File: config.mk
export PLATFORM = sky130hd
export DESIGN_NAME = wb_ipi_mailbox
export DESIGN_NICKNAME = d
export VERILOG_FILES = /design/src/rtl/wb_ipi_mailbox.sv
export SDC_FILE = /design/constraint.sdc
export NUM_CORES = 1
export LEC_CHECK = 0
export BUFFER_PORTS_ARGS = -buffer_cell sky130_fd_sc_hd__buf_2
export CORE_UTILIZATION = 45
export DETAILED_ROUTE_END_ITERATION = 10
export PLACE_DENSITY_LB_ADDON = 0.25
export SETUP_SLACK_MARGIN = 0.1
export SYNTH_ARGS = -nofsm -noshare
export SYNTH_HDL_FRONTEND = slang
export SYNTH_HIERARCHICAL = 1
export SYNTH_SLANG_ARGS = --single-unit
File: constraint.sdc
create_clock -name wb_clk_i -period 3.37 [get_ports wb_clk_i]
set_input_delay 0.674 -clock wb_clk_i [delete_from_list [all_inputs] [get_ports wb_clk_i]]
set_output_delay 0.674 -clock wb_clk_i [all_outputs]
set_load 0.005 [all_outputs]
File: src/rtl/wb_ipi_mailbox.sv
// Two-core inter-processor mailbox on Wishbone B3: per-core 32-bit message FIFOs, sticky overflow, and level interrupts.
// Every request terminates exactly one cycle after it is sampled; the bus never stalls, and a push to a full FIFO is dropped.

module wb_ipi_mailbox_fifo #(
  parameter int DEPTH = 4
) (
  input  logic        clk_i,
  input  logic        rst_ni,
  input  logic        push_vld_i,
  input  logic [31:0] push_dat_i,
  input  logic        pop_rdy_i,
  output logic [31:0] head_dat_o,
  output logic [3:0]  count_o,
  output logic        full_o
);
  localparam int PW = (DEPTH > 1) ? $clog2(DEPTH) : 1;

  logic [31:0]   mem_q [DEPTH];
  logic [PW-1:0] wr_ptr_q, rd_ptr_q;
  logic [3:0]    count_q;
  logic          do_push, do_pop;

  assign full_o     = (count_q == 4'(DEPTH));
  assign do_push    = push_vld_i & ~full_o;
  assign do_pop     = pop_rdy_i & (count_q != 4'd0);
  assign head_dat_o = mem_q[rd_ptr_q];
  assign count_o    = count_q;

  always_ff @(posedge clk_i) begin
    if (do_push) mem_q[wr_ptr_q] <= push_dat_i;
  end

  // DEPTH is a power of two, so pointer wrap falls out of the natural overflow.
  always_ff @(posedge clk_i or negedge rst_ni) begin
    if (!rst_ni) begin
      wr_ptr_q <= '0;
      rd_ptr_q <= '0;
      count_q  <= 4'd0;
    end else begin
      if (do_push) wr_ptr_q <= wr_ptr_q + PW'(1);
      if (do_pop)  rd_ptr_q <= rd_ptr_q + PW'(1);
      case ({do_push, do_pop})
        2'b10:   count_q <= count_q + 4'd1;
        2'b01:   count_q <= count_q - 4'd1;
        default: count_q <= count_q;
      endcase
    end
  end
endmodule

module wb_ipi_mailbox #(
  parameter int FIFO_DEPTH = 4
) (
  input  logic        wb_clk_i,
  input  logic        wb_rst_ni,
  input  logic [31:0] wb_adr_i,
  input  logic [31:0] wb_dat_i,
  input  logic [3:0]  wb_sel_i,
  input  logic        wb_we_i,
  input  logic        wb_cyc_i,
  input  logic        wb_stb_i,
  input  logic [2:0]  wb_cti_i,
  input  logic [1:0]  wb_bte_i,
  output logic [31:0] wb_dat_o,
  output logic        wb_ack_o,
  output logic        wb_err_o,
  output logic        wb_rty_o,
  output logic [1:0]  irq_o
);
  localparam logic [2:0] A_TX0 = 3'd0, A_TX1 = 3'd1, A_RX0 = 3'd2, A_RX1 = 3'd3;
  localparam logic [2:0] A_STATUS = 3'd4, A_IRQ_EN = 3'd5, A_OVF_CLR = 3'd6, A_NONE = 3'd7;

  logic        ack_q, ack_d, err_q, err_d;
  logic [31:0] dat_q, dat_d;
  logic [1:0]  en_q, en_d, ovf_q, ovf_d, irq_q, irq_d;

  logic        req_vld, wr_vld, rd_vld;
  logic [2:0]  idx;
  logic [1:0]  push_vld, pop_rdy, full, ovf_clr;
  logic [31:0] head_dat [2];
  logic [3:0]  count [2];
  logic        unused_ok;

  assign unused_ok = ^{wb_adr_i[31:5], wb_adr_i[1:0], wb_sel_i[3:1], wb_cti_i, wb_bte_i};

  assign idx     = wb_adr_i[4:2];
  assign req_vld = wb_cyc_i & wb_stb_i & ~ack_q & ~err_q;
  assign wr_vld  = req_vld & wb_we_i;
  assign rd_vld  = req_vld & ~wb_we_i;

  assign push_vld[0] = wr_vld & (idx == A_TX0);
  assign push_vld[1] = wr_vld & (idx == A_TX1);
  assign pop_rdy[0]  = rd_vld & (idx == A_RX0);
  assign pop_rdy[1]  = rd_vld & (idx == A_RX1);

  for (genvar n = 0; n < 2; n++) begin : g_fifo
    wb_ipi_mailbox_fifo #(.DEPTH(FIFO_DEPTH)) u_fifo (
      .clk_i      (wb_clk_i),
      .rst_ni     (wb_rst_ni),
      .push_vld_i (push_vld[n]),
      .push_dat_i (wb_dat_i),
      .pop_rdy_i  (pop_rdy[n]),
      .head_dat_o (head_dat[n]),
      .count_o    (count[n]),
      .full_o     (full[n])
    );
  end

  always_comb begin
    ack_d   = 1'b0;
    err_d   = 1'b0;
    dat_d   = 32'h0;
    en_d    = en_q;
    ovf_clr = 2'b00;
    if (req_vld) begin
      ack_d = (idx != A_NONE);
      err_d = (idx == A_NONE);
      if (wb_we_i) begin
        if (idx == A_IRQ_EN && wb_sel_i[0]) en_d = wb_dat_i[1:0];
        if (idx == A_OVF_CLR) ovf_clr = wb_dat_i[1:0];
      end else begin
        case (idx)
          A_RX0:    dat_d = (count[0] != 4'd0) ? head_dat[0] : 32'h0;
          A_RX1:    dat_d = (count[1] != 4'd0) ? head_dat[1] : 32'h0;
          A_STATUS: dat_d = {22'h0, ovf_q, count[1], count[0]};
          A_IRQ_EN: dat_d = {30'h0, en_q};
          default:  dat_d = 32'h0;
        endcase
      end
    end
    // A same-edge overflow beats the clear.
    ovf_d = (ovf_q & ~ovf_clr) | (push_vld & full);
    irq_d = en_q & {count[1] != 4'd0, count[0] != 4'd0};
  end

  always_ff @(posedge wb_clk_i or negedge wb_rst_ni) begin
    if (!wb_rst_ni) begin
      ack_q <= 1'b0;
      err_q <= 1'b0;
      dat_q <= 32'h0;
      en_q  <= 2'b00;
      ovf_q <= 2'b00;
      irq_q <= 2'b00;
    end else begin
      ack_q <= ack_d;
      err_q <= err_d;
      dat_q <= dat_d;
      en_q  <= en_d;
      ovf_q <= ovf_d;
      irq_q <= irq_d;
    end
  end

  assign wb_ack_o = ack_q;
  assign wb_err_o = err_q;
  assign wb_rty_o = 1'b0;
  assign wb_dat_o = dat_q;
  assign irq_o    = irq_q;
endmodule

* Word-level counts from Yosys, hierarchy flattened
Memories as Yosys holds them, arrays and structs flattened. Cells that the tools add are included.
Word-level totals: bits of input ports 78, memory bits (writable) 256, output and inout bits 37, word-level logic and storage cells 82, memories kept 2, flip-flop bits (word level) 56
Operators by class: reductions and logical operators 7, bitwise operators 23, multiplexer cells 16, equality and inequality tests 14, add/sub/neg operators 8
Memories:
- g_fifo[0].u_fifo.mem_q | words 4, width 32, rd ports 1, clocked after memory_dff 0, wr ports 1, line 18 | logic [31:0] mem_q [DEPTH];
- g_fifo[1].u_fifo.mem_q | words 4, width 32, rd ports 1, clocked after memory_dff 0, wr ports 1, line 18
Operators with widths (count):
- two-way mux 32 bit | 4
- one-hot mux 32 bit (4 select lines) | 1
- one-hot mux 4 bit (2 select lines) | 2
- bitwise AND 1 bit | 13
- equality test 3 bit, second input constant | 4
- adder 2 x 1 -> 2 bit, second input constant | 4
- adder 4 x 1 -> 4 bit, second input constant | 2
- equality test 4 x 3 -> 1 bit, second input constant | 2
- nonzero test 4 bit | 2
- subtractor 4 x 1 -> 4 bit, second input constant | 2
- bitwise AND 2 bit | 3
- equality test 3 x 2 -> 1 bit, second input constant | 2
- two-way mux 1 bit | 6
- two-way mux 2 bit | 3
- NOT 1 bit | 5
- equality test 2 x 1 -> 1 bit, second input constant | 2
- equality test 2 bit, second input constant | 2
- nonzero test 2 bit | 2
- equality test 3 x 1 -> 1 bit, second input constant | 1
- zero test 3 bit | 1
- inequality test 3 bit, second input constant | 1
- AND reduction 3 bit | 1
- NOT 2 bit | 1
- bitwise OR 2 bit | 1
- logical AND 1 bit | 1

* Logic depth before layout (Yosys ltp)
word-level depth 8, gate-level depth with buffers 14

* Cells and area by module
The synthesis kept the hierarchy.
Modules (own cells, without submodules):
- wb_ipi_mailbox_fifo at g_fifo[1].u_fifo | times used 1, area an instance 5221.3 sq um, cells an instance 223, seq. area each 4043.9 sq um
- wb_ipi_mailbox_fifo at g_fifo[0].u_fifo | times used 1, area an instance 5143.7 sq um, cells an instance 215, seq. area each 4043.9 sq um
- wb_ipi_mailbox | times used 1, area an instance 1961.9 sq um, cells an instance 195, seq. area each 1001.0 sq um

* Worst setup path after synthesis
OpenSTA, ideal clock, no wires.
path type input to register, start point in wb_adr_i[2], end point reg g_fifo[1].u_fifo.count_q[3], arrival time 2.989 ns, setup slack 0.250 ns, required time 3.239 ns, library setup time 0.131 ns, cell stages on the path 11, cells stage by stage buf_2 -> and3b_1 -> buf_2 -> buf_2 -> nor3b_1 -> o41a_1 -> ha_1 -> ha_1 -> or4b_1 -> o311ai_1 -> o211ai_1
On the way: longest elaborated chain between the ends 5, elaborated cells between the ends (all ways) 10, those cells by class 4 x eq/ne; 1 x mux; 4 x bitwise; 1 x reduce/logical
Ends and longest elaborated chain:
- start: declaration | line 56 | input logic [31:0] wb_adr_i,
- equality test 3 x 2 -> 1 bit (*) | line 94 | assign pop_rdy[1] = rd_vld & (idx == A_RX1);
- bitwise AND 1 bit (*) | line 94
- named net pop_rdy[1] | line 79 | logic [1:0] push_vld, pop_rdy, full, ovf_clr;
- bitwise AND 1 bit (*) | line 25 | assign do_pop = pop_rdy_i & (count_q != 4'd0);
- named net g_fifo[1].u_fifo.do_pop | line 21 | logic do_push, do_pop;
- equality test 2 x 1 -> 1 bit / equality test 2 bit (equally long branches) | line 42 | case ({do_push, do_pop})
- one-hot mux 4 bit (2 select lines) / nonzero test 2 bit (equally long branches)
- end signal: assignment | line 43 | 2'b10: count_q <= count_q + 4'd1;
- end signal: assignment | line 44 | 2'b01: count_q <= count_q - 4'd1;
- end signal: assignment | line 45 | default: count_q <= count_q;
- end: declaration | line 20 | logic [3:0] count_q;
Mark *: on every way through the listed nets, which the timed path passes. The rest lies on a longest branch. A chain may end at the register's enable or synchronous reset.

* Worst setup path in the final report
start point reg err_q (netlist: wb_err_o), end point reg g_fifo[1].u_fifo.count_q[3]
On the way: longest elaborated chain between the ends 7, elaborated cells between the ends (all ways) 12, those cells by class 2 x eq/ne; 1 x mux; 8 x bitwise; 1 x reduce/logical
Ends and longest elaborated chain:
- start: declaration | line 73 | logic ack_q, ack_d, err_q, err_d;
- start signal: assignment | line 146 | err_q <= err_d;
- NOT 1 bit (*) | line 87 | assign req_vld = wb_cyc_i & wb_stb_i & ~ack_q & ~err_q;
- bitwise AND 1 bit (*) | line 87
- bitwise AND 1 bit (*) | line 88 | assign wr_vld = req_vld & wb_we_i;
- bitwise AND 1 bit (*) | line 92 | assign push_vld[1] = wr_vld & (idx == A_TX1);
- named net push_vld[1] | line 79
- bitwise AND 1 bit (*) | line 24 | assign do_push = push_vld_i & ~full_o;
- equality test 2 x 1 -> 1 bit / equality test 2 bit (equally long branches) | line 42
- one-hot mux 4 bit (2 select lines) / nonzero test 2 bit (equally long branches)
Marks and branches as above.

==> qor.yml <==
p_seq_frac: 0.489
fin_skew_ns: 0.0110
die_x_um: 168
wl_per_cell_um: 23.3
rrSetupSlack_ns: 0.45
min_period_ns: 2.92
io_pins: 115
intPower_uw: 6900
place.gp.congestion: 0.740
cts_tree: "done"
cts_setup_buffers: 0
dpl.hpwl_um: 14600
dieHeight_um: 168
synth_edf_count: 256
hold_viol: 0
antenna_found_initial: 1
use_met2: 0.323
switching_power_uw: 2180
wirelength_um: 25400
synthTopCellsByArea: "edfxtp_1, mux4_2, dfrtp_1"
cts_buffers: 31
diodes: 0
clkTransAtPathRegs_ns: 0.06
postSynthCellCount: 633
clock_power_share: 0.385
ys_ff_latch: 312
io_buffers: 76
dieArea_mm2: 0.0281
cts_root_buf: "clkbuf_16"
htree_levels: 1
holdWs_ns: 0.0981
grt_pass1_vias: 6684
detail_route.first_pass.iterations: 4
drt_iter0_drc: 405
clock.fmax_ghz: 0.343
yosys.area.top_type: "edfxtp_1"
start_util: 0.459
reg2reg_depth: 9
area_growth_pct: 15.0
coreArea_mm2: 0.0269
finalInstanceArea_mm2: 0.0142
cts_resized: 0
period_share: 0.866
fin_nets: 819
ant_nets: 0
grt_use_met3: 0.0291
cp_max_fo: 6
grt_max_degree: 39
max-cap-violations: 0
startpoint: "wb_err_o$_DFF_PN0_"
worstSetupPathType: "reg2reg"
clkLatencyLatePin_ns: 0.55
drv_slew: 0
pwr-share-comb: 0.126
grt_pass1_wl_um: 39500
seq_area_frac_synth: 0.737
finalSetupViolations: 0
required_ns: 3.79
syn_area_mm2: 0.0123
drc: 0
power.density_mw_per_mm2: 640
rsz0062_at_grt: "false"
clockBufferDepth: 3
ys_types: 54
crit-reg2reg-launch: "wb_err_o$_DFF_PN0_"
drive_gt1_frac: 0.305
stdcell_count: 1091
syn_nets: 726
track_usage: 0.188
peakVddDrop_mv: 0.366
postCtsHoldBufs: 0
tightest_slew_ns: 0.905
async_flop_share: 0.179
vias: 6198
met1_usage: 0.252
switching_share: 0.240
rows: 60
dp_cells: 1034
clock_sinks: 312
fin_tns_setup_ns: 0
power.leakage_uw: 0.00484
via_per_inst: 5.68
worst_hold_path_type: "in2async"
arrival_ns: 3.34
slew_headroom: 0.397
r2r_end: "g_fifo[1].u_fifo/count_o[3]$_DFFE_PN0P_"
syn_avg_cell_area_um2: 19.5
ys.flop_type: "edfxtp_1"
grt_overflow: 0
yosys_warnings: 6
status: "finished, final reports clean"
synth_top_area_share: 0.624
top_usage_layer: "met2"
startpoint_type: "register"
end_kind: "register"
placed_area_mm2: 0.0131
==> worst max-delay path, stage by stage (launching register included) <==
cell       delay, ns
dfrtp_1         0.39
nand4bb_4       0.27
nor4_1          0.44
a21boi_2        0.28
inv_1           0.06
ha_1            0.21
ha_1            0.36
or4b_1          0.55
o311ai_1        0.12
o211ai_1        0.12
==> placed cells by master (no fill, tap or decap), types with 3 or more instances in the layout <==
cell	netlist	routed
buf_2	23	76
mux2_2	5	5
dfrtp_1	56	54
nand2_1	7	7
mux4_2	64	64
and2_1	12	12
a21oi_1	35	35
nand3_1	59	59
edfxtp_1	256	256
xor2_1	6	6
nor3b_1	6	6
bufinv_16	0	4
clkinv_2	0	3
ha_1	14	14
inv_1	11	11
buf_4	3	16
buf_12	2	9
nor2b_1	3	3
xnor2_1	8	8
clkbuf_16	0	31
clkinvlp_4	0	3
clkbuf_8	0	5
nor3_1	3	3
a32oi_1	10	10
clkbuf_1	3	8
==> kinds of logic (layout without fill, tap and decap cells) <==
family,count (synthesis),count (layout),share of synthesized area
buffers and inverters,52,169,0.0281
muxes,71,71,0.123
and+or+nand+nor,110,110,0.0542
DFF,312,312,0.737
other,1,1,0.000304
adders and majority gates,15,15,0.0158
AOI/OAI and AO/OA,58,58,0.0310
xor gates and xnor gates,14,14,0.00995
==> per-stage QoR <==
stage | setup WS [ns] | power, uW | util
floorplan | 0.250 | 5420 | -
detailed placement | 0.227 | 5690 | 0.489
CTS | 0.532 | 9190 | 0.528
global placement | 0.293 | 5650 | 0.489
finish | 0.451 | 9070 | 0.528
global route | 0.291 | 9430 | 0.528
==> sequential cells by signal, indices dropped and copies added (netlist names) <==
name	flops
g_fifo.u_fifo/rd_ptr_q	4
irq_o	2
g_fifo.u_fifo/wr_ptr_q	4
g_fifo.u_fifo/mem_q	256
ovf_q	2
wb_err_o	1
wb_ack_o	1
wb_dat_o	32
en_q	2
g_fifo.u_fifo/count_o	8
==> worst max path at each step <==
| stage | end | slack [ns] |
|---|---|---|
| after floorplan | g_fifo[1].u_fifo/count_o[3]$_DFFE_PN0P_ | 0.25 |
| after global placement | g_fifo[1].u_fifo/count_o[3]$_DFFE_PN0P_ | 0.29 |
| after detailed placement | g_fifo[1].u_fifo/count_o[3]$_DFFE_PN0P_ | 0.23 |
| after CTS | g_fifo[1].u_fifo/count_o[3]$_DFFE_PN0P_ | 0.53 |
| after global routing | g_fifo[1].u_fifo/count_o[3]$_DFFE_PN0P_ | 0.29 |
| final | g_fifo[1].u_fifo/count_o[3]$_DFFE_PN0P_ | 0.45 |
==> cell usage after synthesis (2+ instances only) <==
cell,number
edfxtp_1,256
mux4_2,64
nand3_1,59
dfrtp_1,56
a21oi_1,35
buf_2,23
ha_1,14
and2_1,12
inv_1,11
a32oi_1,10
buf_6,9
xnor2_1,8
nand2_1,7
nor3b_1,6
xor2_1,6
mux2_2,5
buf_4,3
clkbuf_1,3
nor2b_1,3
nor3_1,3
buf_12,2
mux2_1,2
nand3b_1,2
nor2_1,2
nor4_1,2
o21ai_0,2
==> layout make-up <==
class	instances	area (um^2)
clock inverters	13	174
inverters	11	41.3
fillers	2126	12700
clock buffers	44	875
multi-input cells	269	2890
repair buffers	101	681
flip-flops and latches	312	9090
well taps	341	427
==> power groups by stage <==
stage / combinational (uW) / clock [uW] / sequential, uW
3_5_place_dp: 1170 / 0 / 4520
5_1_grt: 1250 / 3720 / 4460
6_report: 1150 / 3490 / 4440
3_3_place_gp: 1130 / 0 / 4510
2_1_floorplan: 1010 / 0 / 4410
4_1_cts: 1180 / 3570 / 4440
==> per-layer routing <==
layer | vias up | part of all wire
li1 | 2732 | -
met1 | 3265 | 0.43
met2 | 165 | 0.50
met3 | 36 | 0.047
met4 | 0 | 0.020
met5 | - | 0
No activity file was read; power rests on OpenSTA's default activity.
